File: src/rtl/keypad_scan.sv
// keypad_scan: 4x4 matrix keypad scanner with debounce and a four-key history.
//
// Drives one column low at a time and samples the (synchronised) row lines once
// per ce_1ms tick. A low row starts a debounce; a key that stays down for
// DEBOUNCE_MS samples is accepted, reported on key/key_vld and shifted into dat.
// The scanner then freezes on that key until its release is debounced too.
//
// Ports:
//   clk      system clock, rising edge
//   rst      asynchronous active-high reset
//   ce_1ms   one-clk strobe per millisecond; all decisions happen on it
//   row      keypad rows, active-low, asynchronous to clk
//   col      keypad column drive, active-low one-hot
//   key      code {row, col} of the last accepted key
//   key_vld  one-clk strobe for a newly accepted key
//   pressed  high while an accepted key is held or its release is debounced
//   dat      last four accepted key codes, newest in dat[3:0]
module keypad_scan #(
  parameter int unsigned DEBOUNCE_MS = 20
) (
  input  logic        clk,
  input  logic        rst,
  input  logic        ce_1ms,
  input  logic [3:0]  row,
  output logic [3:0]  col,
  output logic [3:0]  key,
  output logic        key_vld,
  output logic        pressed,
  output logic [15:0] dat
);

  localparam logic [7:0] DebLim = 8'(DEBOUNCE_MS);

  typedef enum logic [1:0] {
    StScan,
    StDebounce,
    StHold,
    StRelease
  } state_e;

  state_e      state_q, state_d;
  logic [3:0]  rs1_q, rs_q;
  logic [1:0]  ci_q, ci_d;
  logic [1:0]  ri_q, ri_d;
  logic [7:0]  cnt_q, cnt_d;
  logic [3:0]  key_q, key_d;
  logic [15:0] dat_q, dat_d;
  logic        key_vld_q, key_vld_d;
  logic        pressed_q, pressed_d;
  logic [3:0]  col_q, col_d;
  logic [1:0]  low_idx;

  // Lowest-index low row bit; only meaningful when rs_q != 4'hF.
  always_comb begin
    if (!rs_q[0]) begin
      low_idx = 2'd0;
    end else if (!rs_q[1]) begin
      low_idx = 2'd1;
    end else if (!rs_q[2]) begin
      low_idx = 2'd2;
    end else begin
      low_idx = 2'd3;
    end
  end

  always_comb begin
    state_d   = state_q;
    ci_d      = ci_q;
    ri_d      = ri_q;
    cnt_d     = cnt_q;
    key_d     = key_q;
    dat_d     = dat_q;
    key_vld_d = 1'b0;

    if (ce_1ms) begin
      unique case (state_q)
        StScan: begin
          if (rs_q == 4'hF) begin
            ci_d = ci_q + 2'd1;
          end else begin
            ri_d    = low_idx;
            cnt_d   = 8'd1;
            state_d = StDebounce;
          end
        end
        StDebounce: begin
          if (rs_q[ri_q]) begin
            // Bounce or glitch: drop it and move on to the next column.
            state_d = StScan;
            ci_d    = ci_q + 2'd1;
          end else if (cnt_q >= DebLim) begin
            state_d   = StHold;
            key_d     = {ri_q, ci_q};
            dat_d     = {dat_q[11:0], ri_q, ci_q};
            key_vld_d = 1'b1;
          end else begin
            cnt_d = cnt_q + 8'd1;
          end
        end
        StHold: begin
          if (rs_q[ri_q]) begin
            cnt_d   = 8'd1;
            state_d = StRelease;
          end
        end
        StRelease: begin
          if (!rs_q[ri_q]) begin
            // Key bounced back down: restart the release count.
            cnt_d = 8'd0;
          end else if (cnt_q >= DebLim) begin
            state_d = StScan;
            ci_d    = ci_q + 2'd1;
          end else begin
            cnt_d = cnt_q + 8'd1;
          end
        end
        default: state_d = StScan;
      endcase
    end

    pressed_d = (state_d == StHold) || (state_d == StRelease);
    col_d     = ~(4'b0001 << ci_d);
  end

  always_ff @(posedge clk or posedge rst) begin
    if (rst) begin
      rs1_q     <= 4'hF;
      rs_q      <= 4'hF;
      state_q   <= StScan;
      ci_q      <= 2'd0;
      ri_q      <= 2'd0;
      cnt_q     <= 8'd0;
      key_q     <= 4'd0;
      dat_q     <= 16'h0000;
      key_vld_q <= 1'b0;
      pressed_q <= 1'b0;
      col_q     <= 4'b1110;
    end else begin
      rs1_q     <= row;
      rs_q      <= rs1_q;
      state_q   <= state_d;
      ci_q      <= ci_d;
      ri_q      <= ri_d;
      cnt_q     <= cnt_d;
      key_q     <= key_d;
      dat_q     <= dat_d;
      key_vld_q <= key_vld_d;
      pressed_q <= pressed_d;
      col_q     <= col_d;
    end
  end

  assign col     = col_q;
  assign key     = key_q;
  assign key_vld = key_vld_q;
  assign pressed = pressed_q;
  assign dat     = dat_q;

endmodule

File: config.mk
export PLATFORM = sky130hd
export DESIGN_NAME = keypad_scan
export DESIGN_NICKNAME = d
export VERILOG_FILES = /design/src/rtl/keypad_scan.sv
export SDC_FILE = /design/constraint.sdc
export NUM_CORES = 1
export LEC_CHECK = 0
export ABC_AREA = 1
export BUFFER_PORTS_ARGS = -buffer_cell sky130_fd_sc_hd__buf_2
export CAP_MARGIN = 20
export CORE_UTILIZATION = 29
export DETAILED_ROUTE_END_ITERATION = 6
export PLACE_DENSITY = 0.59
export SLEW_MARGIN = 5
export SYNTH_ARGS = -nofsm -noshare
export SYNTH_HDL_FRONTEND = slang
export SYNTH_SLANG_ARGS = --single-unit
File: constraint.sdc
create_clock -name clk -period 1.4 [get_ports clk]
set_input_delay 0.07 -clock clk [delete_from_list [all_inputs] [get_ports clk]]
set_output_delay 0.07 -clock clk [all_outputs]
set_load 0.005 [all_outputs]
# Yosys cells after proc, flatten, opt, wreduce, memory -nomap -nowiden
# Cells that the tools add are included.
word_totals:
  n_memories: 0
  regBits: 48
  romBits: 0
  latch_bits: 0
  mem_bits_rw: 0
  input_bits: 7
op_classes:
  n_eq_ne: 9
  bitwise_logic: 3
  addsub: 2
  shift: 1
  order_cmp: 2
  n_reduce_logical: 5
  n_div: 0
  n_mux: 29
  multipliers: 0
ops:
  columns: ["cell", "n"]
  rows:
  - ["$mux 8", 5]
  - ["$pmux 8 s4", 1]
  - ["$mux 2", 14]
  - ["$add 8x1->8 const B", 1]
  - ["$eq 2x2->1 const B", 4]
  - ["$ge 8x5->1 const B", 1]
  - ["$pmux 2 s4", 1]
  - ["$reduce_and 4->1", 2]
  - ["$mux 1", 6]
  - ["$ne 2x2->1 const B", 3]
  - ["$pmux 2 s3", 1]
  - ["$eq 4x4->1 const B", 1]
  - ["$not 4->4", 1]
  - ["$shl 1x2->4 const A", 1]
  - ["$lt 2x3->1 const B", 1]
  - ["$reduce_and 3->1", 1]
  - ["$add 2x1->2 const B", 1]
  - ["$bmux 1 s2", 1]
  - ["$eq 2x1->1 const B", 1]
  - ["$logic_not 2->1", 1]
  - ["$not 1->1", 2]
  - ["$logic_or 1x1->1", 1]

# Longest topological paths before layout
logic_depth:
  word_depth: 7
  ltp_mapped: 12

# Least setup slack after synthesis
# Ideal clock, no wire load.
synth_timing:
  path_kind: "flip-flop to flip-flop"
  from: "reg rs_q[1]"
  to: "reg key_q[1] (netlist: key[1])"
  n_path_buf: 2
  period_less_slack_ns: 1.413
  slack_ns: -0.013
  required_ns: 1.283
  arrival_time_ns: 1.296
  path_stages_with_launch: 10
  cell_sequence: "dfstp_2 nand2_1 nand3_1 nand2_1 nand3_2 buf_6 clkinv_4 buf_12 nand2_2 o21ai_2"
synth_via:
  elab_chain_len: 4
synth_rtl:
  columns: ["item", "line", "text"]
  rows:
  - ["start: declaration", "42", "logic [3:0] rs1_q, rs_q;"]
  - ["start signal: assignment", "140", "rs_q <= rs1_q;"]
  - ["$bmux 1 s2", "87", "if (rs_q[ri_q]) begin"]
  - ["$mux 1 (not written as such)", "87", null]
  - ["$not 1->1 (no source line)", null, null]
  - ["$reduce_and 4->1 (no source line)", null, null]
  - ["end signal: assignment", "145", "key_q <= key_d;"]
  - ["end: declaration", "46", "logic [3:0] key_q, key_d;"]
# No other way between the ends. The select of a mux whose other input is x is not followed.
# A chain may end at the register's enable or synchronous reset.

# Worst setup path in the final report
layout_timing:
  from: "reg rs_q[2]"
  to: "reg col_q[0] (netlist: col[0])"
layout_via:
  elab_chain_len: 7
layout_rtl:
  columns: ["item", "line", "text"]
  rows:
  - ["$bmux 1 s2", "87, 107", null]
  - ["$mux 1 (not written as such)", "87, 107", null]
  - ["$mux 2, on equally long branches", "107, 87", null]
  - ["$pmux 2 s3 *", "76", "unique case (state_q)"]
  - ["$mux 2 *", "75", "if (ce_1ms) begin"]
  - ["via ci_d[1]", "43", "logic [1:0] ci_q, ci_d;"]
  - ["$shl 1x2->4 *", "122", "col_d = ~(4'b0001 << ci_d);"]
  - ["$not 4->4 *", "122", null]
  - ["via col_d[0]", "50", "logic [3:0] col_q, col_d;"]
  - ["end signal: assignment", "149", "col_q <= col_d;"]
  - ["end: declaration", "50", null]
# The timed path passes the listed nets; every way through them passes the cells marked *. The select of a mux whose other input is x is not followed.

==> flow_summary.toml <==
[global_route]
grt_pass1_vias = 1682
grt_max_degree = 45
gr-total-overflow = 0
antenna_found_initial = 0
grt_pass1_wl_um = 7155
track_usage = 0.1224

[floorplan]
rows = 30
fp.dieW_um = 85.32
ios = 33
core_mm2 = 0.006756
die_area_mm2 = 0.007280
start_util = 0.2980
die_h_um = 85.32

[timing]
drv_slew = 0
finalCritPeriodShare = 1.030
setup_viol = 8
finClkSkew_ps = 9.873
rsz0062_at_grt = "true"
hold_viol = 0
worst_pin_slew_ps = 303.1
max_freq_ghz = 0.6934
period_minus_slack_ps = 1442
slew_headroom = 0.7972
fin_ws_ps = -42.20

[route]
routedWlPerCell_um = 11.16
routed-via-count = 1704
drc = 0
first_pass_iters = 4
routed_via_density = 4.415
drt_first_iter_violations = 64
routed_wl_um = 4309
ant_nets = 0

[synthesis]
synth_top_area_share = 0.4102
syn_area_mm2 = 0.002013
synth_top_family_by_area = "simple AND/OR/NAND/NOR gates"
synth.most_common_cell = "nand2_1"
ys_ff_latch = 44
synthTopCellsByArea = "dfrtp_1, nand2_1, dfstp_2, inv_1, o21ai_0"
synth_top_area_cell = "dfrtp_1"
synthAdderAreaFrac = 0.01243
syn_inst = 236
synth_cell_types = 28
synthMuxAreaShare = 0
syn_area_per_cell_um2 = 8.530
synth_edf_count = 0
synth-xor-area-share = 0.004351
async_flop_share = 1.000
yosysSeqAreaShare = 0.5538
synthSimpleGateAreaFrac = 0.2461
syn_nets = 245
yosysWarnings = 0
synth_compound_area_frac = 0.08577
ys.flop_type = "dfrtp_1"
synth_commonest_cells = "nand2_1, dfrtp_1, inv_1, o21ai_0, nand3_1"

[worst_setup_path]
cp.required_ps = 1590
end_kind = "flip-flop"
worstSetupPathType = "flip-flop to flip-flop"
crit_path_start_kind = "flip-flop"
crit_arrival_ps = 1630
ff2ff_path_depth = 11
crit_fanout = 4

[worst_hold_path]
hold-path-cell-count = 6
hold_class = "input pin to flip-flop"

[finish]
num_antenna_cells = 0
drive_gt1_frac = 0.4771
fin_cells = 386
nets = 314
syn2layout_area_growth_pct = 41.70

[power_and_ir_drop]
p_per_area_mw_per_mm2 = 1836
leakage_nw = 1.437
peakVddDrop_mv = 1.074

[job]
max_cap_violations = 0

[placed_design]
place_inst = 367
port_buffers = 32
hpwl_um = 3000
pre_cts_slack_ps = -78.92
place.gp.congestion = 0.7798

[clock_tree]
cts_tree = "yes"
cts_root_buf = "clkbuf_8"
h-tree-depth = 2
clock_latency_ps = 300
cts.sinks = 44
cts_made_buffers = 5
clkTransAtPathRegs_ps = 80
clock_path_buffers = 2

[status]
outcome = "complete, but fails checks"
violations = "negative setup slack"
==> metal layers <==
metal | routed length, µm | vias to the layer above | track usage
met4 | 12 | 0 | 0.02727
met5 | 0 | - | 0
met2 | 2151 | 23 | 0.2199
met1 | 2000 | 810 | 0.1507
li1 | - | 869 | -
met3 | 144 | 2 | 0.02626
==> final timing paths <==
check,slack (ps),start,to
min reg2reg,360,rs1_q[3],rs_q[3]
max in group asynchronous,780,rst,col[2]
max reg2reg,-40,rs_q[2],col[0]
max,-40,rs_q[2],col[0]
min,310,ce_1ms,ci_q[0]
min in group asynchronous,350,rst,key_vld
==> critical path, stage by stage, from the launching register on <==
cell     delay, ps
dfstp_2        550
inv_1           50
nand2_1         60
nand3_1        110
nand2_4        130
nand2_2         60
nand2_2         80
nand3_2         60
nand2_2         90
nand2_4         60
inv_2           50
nand2_1         50
==> per-stage QoR <==
| step | TNS [ps] | area (µm²) | power [mW] | hold slack, ps | utilization |
|---|---|---|---|---|---|
| 2_1_floorplan | 0 | 2018 | 2.977 | 74.48 | - |
| 3_3_place_gp | -251.1 | 2426 | 3.785 | 130.6 | 0.3591 |
| 3_5_place_dp | -733.9 | 2426 | 3.818 | 126.0 | 0.3591 |
| 4_1_cts | -544.3 | 2644 | 4.874 | 307.9 | 0.3913 |
| 5_1_grt | -2826 | 2853 | 5.640 | 339.7 | 0.4222 |
| 6_report | -107.9 | 2853 | 5.239 | 308.0 | 0.4222 |
==> timing repair <==
item | 4_1_cts | 5_1_grt
cloned | 1 | 1
pin swaps | 3 | 19
resized for setup | 17 | 62
buffers inserted | 0 | 4
endpoints found under the hold margin | 37 | 0
hold buffers | 5 | 0
setup endpoints to repair | 28 | 33
==> final cells by class <==
type / count / area [µm²]
well taps: 80 / 100.1
clock buffers: 7 / 107.6
clock inverters: 1 / 8.758
repair inverters: 1 / 8.758
fillers: 662 / 3904
multi-input cells: 152 / 894.6
inverters: 31 / 121.4
flip-flops and latches: 44 / 1115
repair buffers: 70 / 496.7
==> where the power goes <==
part | total, mW | switching (mW) | internal, mW | leakage [nW]
clock | 0.948 | 0.436 | 0.512 | 0.0596
combinational | 2.29 | 1.22 | 1.07 | 0.839
sequential | 2.00 | 0.311 | 1.69 | 0.538
==> cells by family (layout without fill, tap and decap cells) <==
kind of cell,count (synthesis),after routing
compound gates,32,32
buf+inv,40,110
fa+ha+maj,2,2
flops,44,44
xor+xnor,1,1
simple gates,117,117
==> layout by cell type, fill, tap and decap left out, types with 7 or more instances in the layout <==
cell type	count
nand2_1	54
buf_6	7
nand3_1	8
buf_4	25
nand2_2	26
o21ai_1	11
dfstp_2	11
inv_1	25
dfrtp_1	33
o21ai_0	8
buf_2	32
nor2_1	9
==> flip-flops by register name (all words and copies together) (netlist names) <==
register and count:
col 4, pressed 1, key 3, rs_q 4, dat 13, rs1_q 4, cnt_q 8, ri_q 2
state_q 2, key_vld 1, ci_q 2
Power figures use the tool's default switching activity.
